$ cat src/rtl/button_event_decoder.sv
// Turns a debounced button level into one-cycle press/release/long-press/repeat
// strobes plus a held level, for one button feeding the game control FSM.
module button_event_decoder #(
   parameter int                   CNT_WIDTH    = 26,
   parameter logic [CNT_WIDTH-1:0] HOLD_TICKS   = 26'd50_000_000,
   parameter logic [CNT_WIDTH-1:0] REPEAT_TICKS = 26'd10_000_000
) (
   input  logic clk,
   input  logic rst,
   input  logic button_in,
   output logic press_pulse,
   output logic release_pulse,
   output logic long_press,
   output logic repeat_pulse,
   output logic held
);

   localparam logic [CNT_WIDTH-1:0] HOLD_LAST   = HOLD_TICKS - 1'b1;
   localparam logic [CNT_WIDTH-1:0] REPEAT_LAST = REPEAT_TICKS - 1'b1;

   typedef enum logic [1:0] {IDLE, PRESS, HOLD} state_t;

   state_t               state;
   state_t               state_nxt;
   logic [CNT_WIDTH-1:0] cnt;
   logic [CNT_WIDTH-1:0] cnt_nxt;
   logic                 btn_p0;
   logic                 btn_p1;
   logic                 rise;
   logic                 hold_hit;
   logic                 repeat_hit;
   logic                 press_nxt;
   logic                 release_nxt;
   logic                 long_nxt;
   logic                 repeat_nxt;

   assign rise       = btn_p0 & ~btn_p1;
   assign hold_hit   = (cnt == HOLD_LAST);
   assign repeat_hit = (cnt == REPEAT_LAST);

   // Stage p0/p1 preset high: a button already down at reset must go low before it counts.
   always_ff @(posedge clk or posedge rst) begin
      if (rst) begin
         btn_p0        <= 1'b1;
         btn_p1        <= 1'b1;
         state         <= IDLE;
         cnt           <= '0;
         press_pulse   <= 1'b0;
         release_pulse <= 1'b0;
         long_press    <= 1'b0;
         repeat_pulse  <= 1'b0;
         held          <= 1'b0;
      end else begin
         btn_p0        <= button_in;
         btn_p1        <= btn_p0;
         state         <= state_nxt;
         cnt           <= cnt_nxt;
         press_pulse   <= press_nxt;
         release_pulse <= release_nxt;
         long_press    <= long_nxt;
         repeat_pulse  <= repeat_nxt;
         held          <= (state_nxt != IDLE);
      end
   end

   always_comb begin
      state_nxt = state;
      cnt_nxt   = cnt;
      case (state)
         IDLE: begin
            if (rise) begin
               state_nxt = PRESS;
               cnt_nxt   = '0;
            end
         end
         PRESS: begin
            if (!btn_p0) begin
               state_nxt = IDLE;
               cnt_nxt   = '0;
            end else if (hold_hit) begin
               state_nxt = HOLD;
               cnt_nxt   = '0;
            end else begin
               cnt_nxt = cnt + 1'b1;
            end
         end
         HOLD: begin
            if (!btn_p0) begin
               state_nxt = IDLE;
               cnt_nxt   = '0;
            end else if (repeat_hit) begin
               cnt_nxt = '0;
            end else begin
               cnt_nxt = cnt + 1'b1;
            end
         end
         default: begin
            state_nxt = IDLE;
            cnt_nxt   = '0;
         end
      endcase
   end

   // Release is tested first so it beats a threshold reached in the same cycle.
   always_comb begin
      press_nxt   = 1'b0;
      release_nxt = 1'b0;
      long_nxt    = 1'b0;
      repeat_nxt  = 1'b0;
      case (state)
         IDLE:  press_nxt = rise;
         PRESS: begin
            release_nxt = ~btn_p0;
            long_nxt    = btn_p0 & hold_hit;
         end
         HOLD: begin
            release_nxt = ~btn_p0;
            repeat_nxt  = btn_p0 & repeat_hit;
         end
         default: ;
      endcase
   end

endmodule

$ cat config.mk
export PLATFORM = sky130hd
export DESIGN_NAME = button_event_decoder
export DESIGN_NICKNAME = d
export VERILOG_FILES = /design/src/rtl/button_event_decoder.sv
export SDC_FILE = /design/constraint.sdc
export NUM_CORES = 1
export LEC_CHECK = 0
export CAP_MARGIN = 40
export CORE_ASPECT_RATIO = 1.4
export CORE_MARGIN = 2
export CORE_UTILIZATION = 50
export CTS_CLUSTER_DIAMETER = 80
export DETAILED_ROUTE_END_ITERATION = 10
export GPL_TIMING_DRIVEN = 0
export PLACE_DENSITY = 0.67
export SLEW_MARGIN = 15
export SYNTH_ARGS = -nofsm -noshare
export SYNTH_HDL_FRONTEND = slang
export SYNTH_SLANG_ARGS = --single-unit
$ cat constraint.sdc
create_clock -name clk -period 3.4 [get_ports clk]
set_clock_uncertainty 0.15 [all_clocks]
set_input_delay 0.68 -clock clk [delete_from_list [all_inputs] [get_ports clk]]
set_output_delay 0.68 -clock clk [all_outputs]
set_load 0.01 [all_outputs]
==> results of run 1 <==
==> worst max-delay path, stage by stage, from the launching register on <==
cell,delay [ns]
dfstp_2,0.60
nor2b_1,0.20
nor2b_1,0.06
clkbuf_1,0.25
nor2_1,0.47
buf_2,0.33
o2111ai_1,0.15
a2bb2oi_1,0.16
==> path summary, 6_finish.rpt <==
| kind | startpoint | end | cells past startpoint |
|---|---|---|---|
| hold reg to reg | btn_p0 | btn_p1 | 0 |
| hold / removal | btn_p0 | btn_p1 | 0 |
| min in group asynchronous | rst | press_pulse | 2 |
| max in group asynchronous | rst | cnt[18] | 2 |
| setup / recovery | btn_p0 | cnt[21] | 7 |
| setup reg to reg | btn_p0 | cnt[21] | 7 |
==> routing by layer <==
| metal | vias to the layer above | track usage [%] |
|---|---|---|
| met3 | 9 | 4.19 |
| li1 | 958 | - |
| met5 | - | 0 |
| met1 | 968 | 29.4 |
| met4 | 0 | 11.1 |
| met2 | 36 | 44.2 |
==> power by group through the flow <==
stage / clock [mW] / sequential (mW) / combinational [mW]
2_1_floorplan: 0 / 0.466 / 0.155
3_3_place_gp: 0 / 0.463 / 0.245
3_5_place_dp: 0 / 0.464 / 0.249
4_1_cts: 0.403 / 0.456 / 0.249
5_1_grt: 0.425 / 0.460 / 0.273
6_report: 0.393 / 0.456 / 0.249
==> cell type report <==
class / instances / area, um2 / area share [%]
multi-input combinational: 189 / 1220 / 49.1
sequential: 35 / 878 / 35.4
buffer: 16 / 91.3 / 3.69
timing repair buffer: 7 / 70.1 / 2.83
clock inverter: 2 / 35.0 / 1.41
inverter: 8 / 30.0 / 1.21
tap: 60 / 75.1 / 3.03
clock buffer: 6 / 82.6 / 3.33
==> metrics by stage <==
stage,cell area [um2],hold WS [ns]
final,2480,0.265
after global routing,2480,0.278
after CTS,2480,0.267
after detailed placement,2360,0.256
after global placement,2360,0.255
after floorplan,2220,0.238
==> sequential cells by signal, summed over array words and instances, names as in the netlist <==
signal / count
state: 2
cnt: 26
press_pulse: 1
repeat_pulse: 1
btn_p1: 1
held: 1
btn_p0: 1
release_pulse: 1
long_press: 1
==> cell families after synthesis <==
family	after synthesis	share of synthesized area [%]
buf+inv	24	5.48
compound gates	50	18.5
flops	35	39.6
simple gates	129	31.6
xor+xnor	5	1.98
fa+ha+maj	5	2.82
==> synth_stat cells, types with 2 or more instances <==
cell type | number | area [um2]
xor2_1 | 2 | 17.5
nor2b_1 | 6 | 37.5
xnor2_1 | 3 | 26.3
nand3_1 | 15 | 75.1
nor3_1 | 8 | 40.0
and4_1 | 3 | 26.3
o31a_1 | 5 | 43.8
or3_1 | 2 | 12.5
nand4_1 | 8 | 50.1
nand2_1 | 44 | 165
o2111ai_1 | 3 | 26.3
buf_2 | 5 | 25.0
o21ai_0 | 9 | 45.0
or4_1 | 2 | 15.0
and3_1 | 4 | 25.0
o21a_1 | 4 | 30.0
inv_1 | 8 | 30.0
nor2_1 | 9 | 33.8
buf_6 | 2 | 22.5
and2_1 | 5 | 31.3
ha_1 | 5 | 62.6
clkbuf_1 | 8 | 30.0
dfrtp_1 | 33 | 826
o211ai_1 | 8 | 60.1
nor4_1 | 11 | 68.8
o221ai_1 | 13 | 114
dfstp_2 | 2 | 52.6
==> flow_summary.yaml, run 1 <==
power_and_ir_drop:
  p_int_uw: 749
  leakage_nw: 1.02
  p_total_mw: 1.10
  ir_drop_v: 0.000215
  seqPwrFrac_pct: 41.5
  pwr-share-clk_pct: 35.8
  combPwrFrac_pct: 22.7
  swShare_pct: 31.8
  switchingPower_uw: 349
  power.density_nw_per_um2: 443
sta:
  final-max-slew-violation-count: 0
  worst_pin_slew_ns: 0.744
  setup-violations-final: 0
  fin_ws_ns: 0.945
  fmax_mhz: 407
  tns_ns: 0
  hold_violations: 0
  fin_crit_sh_pct: 72.2
  rsz0062_at_grt: "no"
  min_period_ns: 2.45
  relSlewSlack_pct: 50.3
yosys:
  syn_avg_cell_area_um2: 8.93
  synth.distinct_cells: 48
  seq_area_frac_synth_pct: 39.6
  ys_ff_latch: 35
  synthesis.nets: 256
  synth_edf_count: 0
  synth_cells: 248
  synth_area_um2: 2220
  yosys_most_used_dff: "dfrtp_1"
  yosysWarnings: 0
  async_flop_share_pct: 100
placement:
  pre_cts_ws_ns: 0.930
  dp_hpwl_mm: 3.85
  io_buffers: 7
  gp_congestion: 0.914
  place_inst: 315
setup_path:
  critPathKind: "reg2reg"
  crit_fanout: 10
  ff2ff_setup_slack_ns: 0.95
  required_ns: 3.47
  start_kind: "register"
  critPathCaptureType: "register"
  arrival_ns: 2.52
global_routing:
  antenna_found_initial: 0
  overflow: 0
  grt_pass1_wl_mm: 9.21
  grt_max_degree: 36
  track_usage_pct: 25.2
  grt_pass1_vias: 1896
floorplanning:
  initial_utilization_pct: 52.3
  die_x_um: 60.3
  num_io_pins: 8
  fp.dieH_um: 82.8
  num_rows: 28
  core_region_area_um2: 4240
  die-area_um2: 4990
clock_tree:
  cts-resized-gates: 0
  cts_tree: "built"
  cts_made_buffers: 5
  cts_sinks: 35
  clk_pin_slew_ns: 0.07
  clockBufferDepth: 2
  cts_root_buf: "clkbuf_8"
  cts_max_level: 2
  clk_latency_ns: 0.29
  hold_buffers: 0
  cts_setup_buffers: 0
final_layout:
  final_common_cell: "nand2_1"
  fin_cells: 323
  finish.utilization_pct: 58.5
  diodes: 0
  drive_above_1_share_pct: 11.4
  fin_nets: 270
  n_fill_cell: 392
  layout_common_cells: "nand2_1, dfrtp_1, nand3_1, o221ai_1, nor4_1"
  area_delta_synth_final_pct: 11.9
status:
  status: "finished, final reports clean"
route:
  vias_per_cell: 6.10
  drt_iter0_drc: 79
  wl_per_cell_um: 17.3
  ant_nets: 0
  met3_length_um: 177
  wirelength_met1_mm: 2.41
  dr.pass1.iters: 4
  highest_layer: "met4"
  wl_met2_mm: 2.88
  wirelength_mm: 5.58
  drc_errors: 0
  vias: 1971
flow_run:
  cap_viol_max_count: 0
min_path:
  hold_path_class: "reg2reg"
No activity file was read; power rests on OpenSTA's default activity.
==> inputs of run 2 (changes only) <==
- clock period: 3.4 -> 2.3 ns (I/O delays scaled with it)
==> flow_summary.yaml, run 2 (synthesis gave the netlist of run 1 again) <==
status:
  status: "finished, final reports clean"
final_layout:
  fin_nets: 275
  diodes: 0
  layout_common_cells: "nand2_1, dfrtp_1, nand3_1, o221ai_1, nor4_1"
  largestRegisters: "cnt: 26 flops, state: 2 flops"
  drive_above_1_share_pct: 17.9
  final_common_cell: "nand2_1"
  largest_reg_flops: 26
  area_delta_synth_final_pct: 15.1
  n_fill_cell: 388
  fin_cells: 328
  max_flop_register: "cnt"
clock_tree:
  clk_latency_ns: 0.29
  clk_pin_slew_ns: 0.07
  cts_root_buf: "clkbuf_8"
  cts_max_level: 2
  cts_tree: "built"
  clockBufferDepth: 2
  cts_sinks: 35
  cts_made_buffers: 5
  hold_buffers: 0
sta:
  fin_crit_sh_pct: 98.3
  setup-violations-final: 0
  hold_violations: 0
  relSlewSlack_pct: 50.7
  fmax_mhz: 442
  rsz0062_at_grt: "yes"
  worst_pin_slew_ns: 0.738
  min_period_ns: 2.26
  final-max-slew-violation-count: 0
floorplanning:
  core_region_area_um2: 4240
  die-area_um2: 4990
  fp.dieH_um: 82.8
  num_rows: 28
  initial_utilization_pct: 52.3
  num_io_pins: 8
  die_x_um: 60.3
route:
  drc_errors: 0
  vias_per_cell: 6.04
  drt_iter0_drc: 98
  dr.pass1.iters: 4
  wirelength_mm: 5.61
  ant_nets: 0
  vias: 1982
  wl_per_cell_um: 17.1
placement:
  place_inst: 315
  dp_hpwl_mm: 3.85
  gp_congestion: 0.914
  io_buffers: 7
global_routing:
  grt_max_degree: 36
  overflow: 0
  grt_pass1_wl_mm: 9.38
  track_usage_pct: 25.6
  antenna_found_initial: 0
  grt_pass1_vias: 1915
power_and_ir_drop:
  p_total_mw: 1.64
  ir_drop_v: 0.000316
  leakage_nw: 1.05
  power.density_nw_per_um2: 644
setup_path:
  required_ns: 2.32
  crit_fanout: 10
  arrival_ns: 2.28
  start_kind: "register"
  critPathCaptureType: "register"
  critPathKind: "reg2reg"
min_path:
  hold_path_class: "reg2reg"
flow_run:
  cap_viol_max_count: 0
run 2: timing repair:
| action | CTS | global route |
|---|---|---|
| endpoints found under the setup margin | 26 | 23 |
| buffers inserted | 7 | 1 |
| gates resized for setup | 7 | 6 |
| pin swaps | 2 | 0 |
run 2: path summary, 6_finish.rpt:
check | start | end | slack [ns] | cells past startpoint
worst max-delay path | cnt[14] | cnt[14] | 0.04 | 5
worst min-delay path | btn_p0 | btn_p1 | 0.26 | 0
worst max register to register | cnt[14] | cnt[14] | 0.04 | 5
worst min register to register | btn_p0 | btn_p1 | 0.26 | 0
max in group asynchronous | rst | cnt[21] | 1.02 | 2
min in group asynchronous | rst | press_pulse | 0.46 | 2
run 2: final cells by class:
class	count	area (um2)	share of cell area (%)
multi-input cells	189	1230	48.4
flip-flops and latches	35	883	34.6
repair buffers	15	130	5.10
clock buffers	6	82.6	3.24
plain buffers	13	80.1	3.14
well taps	60	75.1	2.94
clock inverters	2	35.0	1.37
inverters	8	30.0	1.18
run 2: critical path: stages (launching register included):
cell      delay, ns
dfrtp_2        0.43
or4b_4         0.55
o41a_4         0.55
clkbuf_8       0.19
o221ai_1       0.18
nand2_1        0.09
run 2: power breakdown:
part	switching, mW	internal [mW]	leakage [nW]
Clock	0.231	0.351	0.0612
Sequential	0.0217	0.648	0.470
Combinational	0.269	0.122	0.519
Total	0.522	1.12	1.05
run 2: metal layers:
metal / global-route usage, % / share of wire [%]
met1: 30.3 / 43
met2: 45.7 / 53
met3: 3.72 / 1.8
met4: 9.78 / 1.9
met5: 0 / 0
run 2: stage by stage:
| step | TNS, ns | util [%] | cell area, um2 | hold slack (ns) | setup WS, ns |
|---|---|---|---|---|---|
| final | 0 | 60.2 | 2550 | 0.265 | 0.0391 |
| after global routing | -0.0228 | 60.2 | 2550 | 0.278 | -0.0174 |
| after CTS | 0 | 59.9 | 2540 | 0.267 | 0.00650 |
| after detailed placement | -1.89 | 55.7 | 2360 | 0.256 | -0.170 |
| after global placement | -0.958 | 55.7 | 2360 | 0.255 | -0.159 |
| after floorplan | 0 | - | 2220 | 0.238 | 0.169 |
==> inputs of run 3 (changes only) <==
- CTS_CLUSTER_SIZE: default -> 30
==> results of run 3 <==
The final DEF is identical to that of run 2; final timing and power are the same.
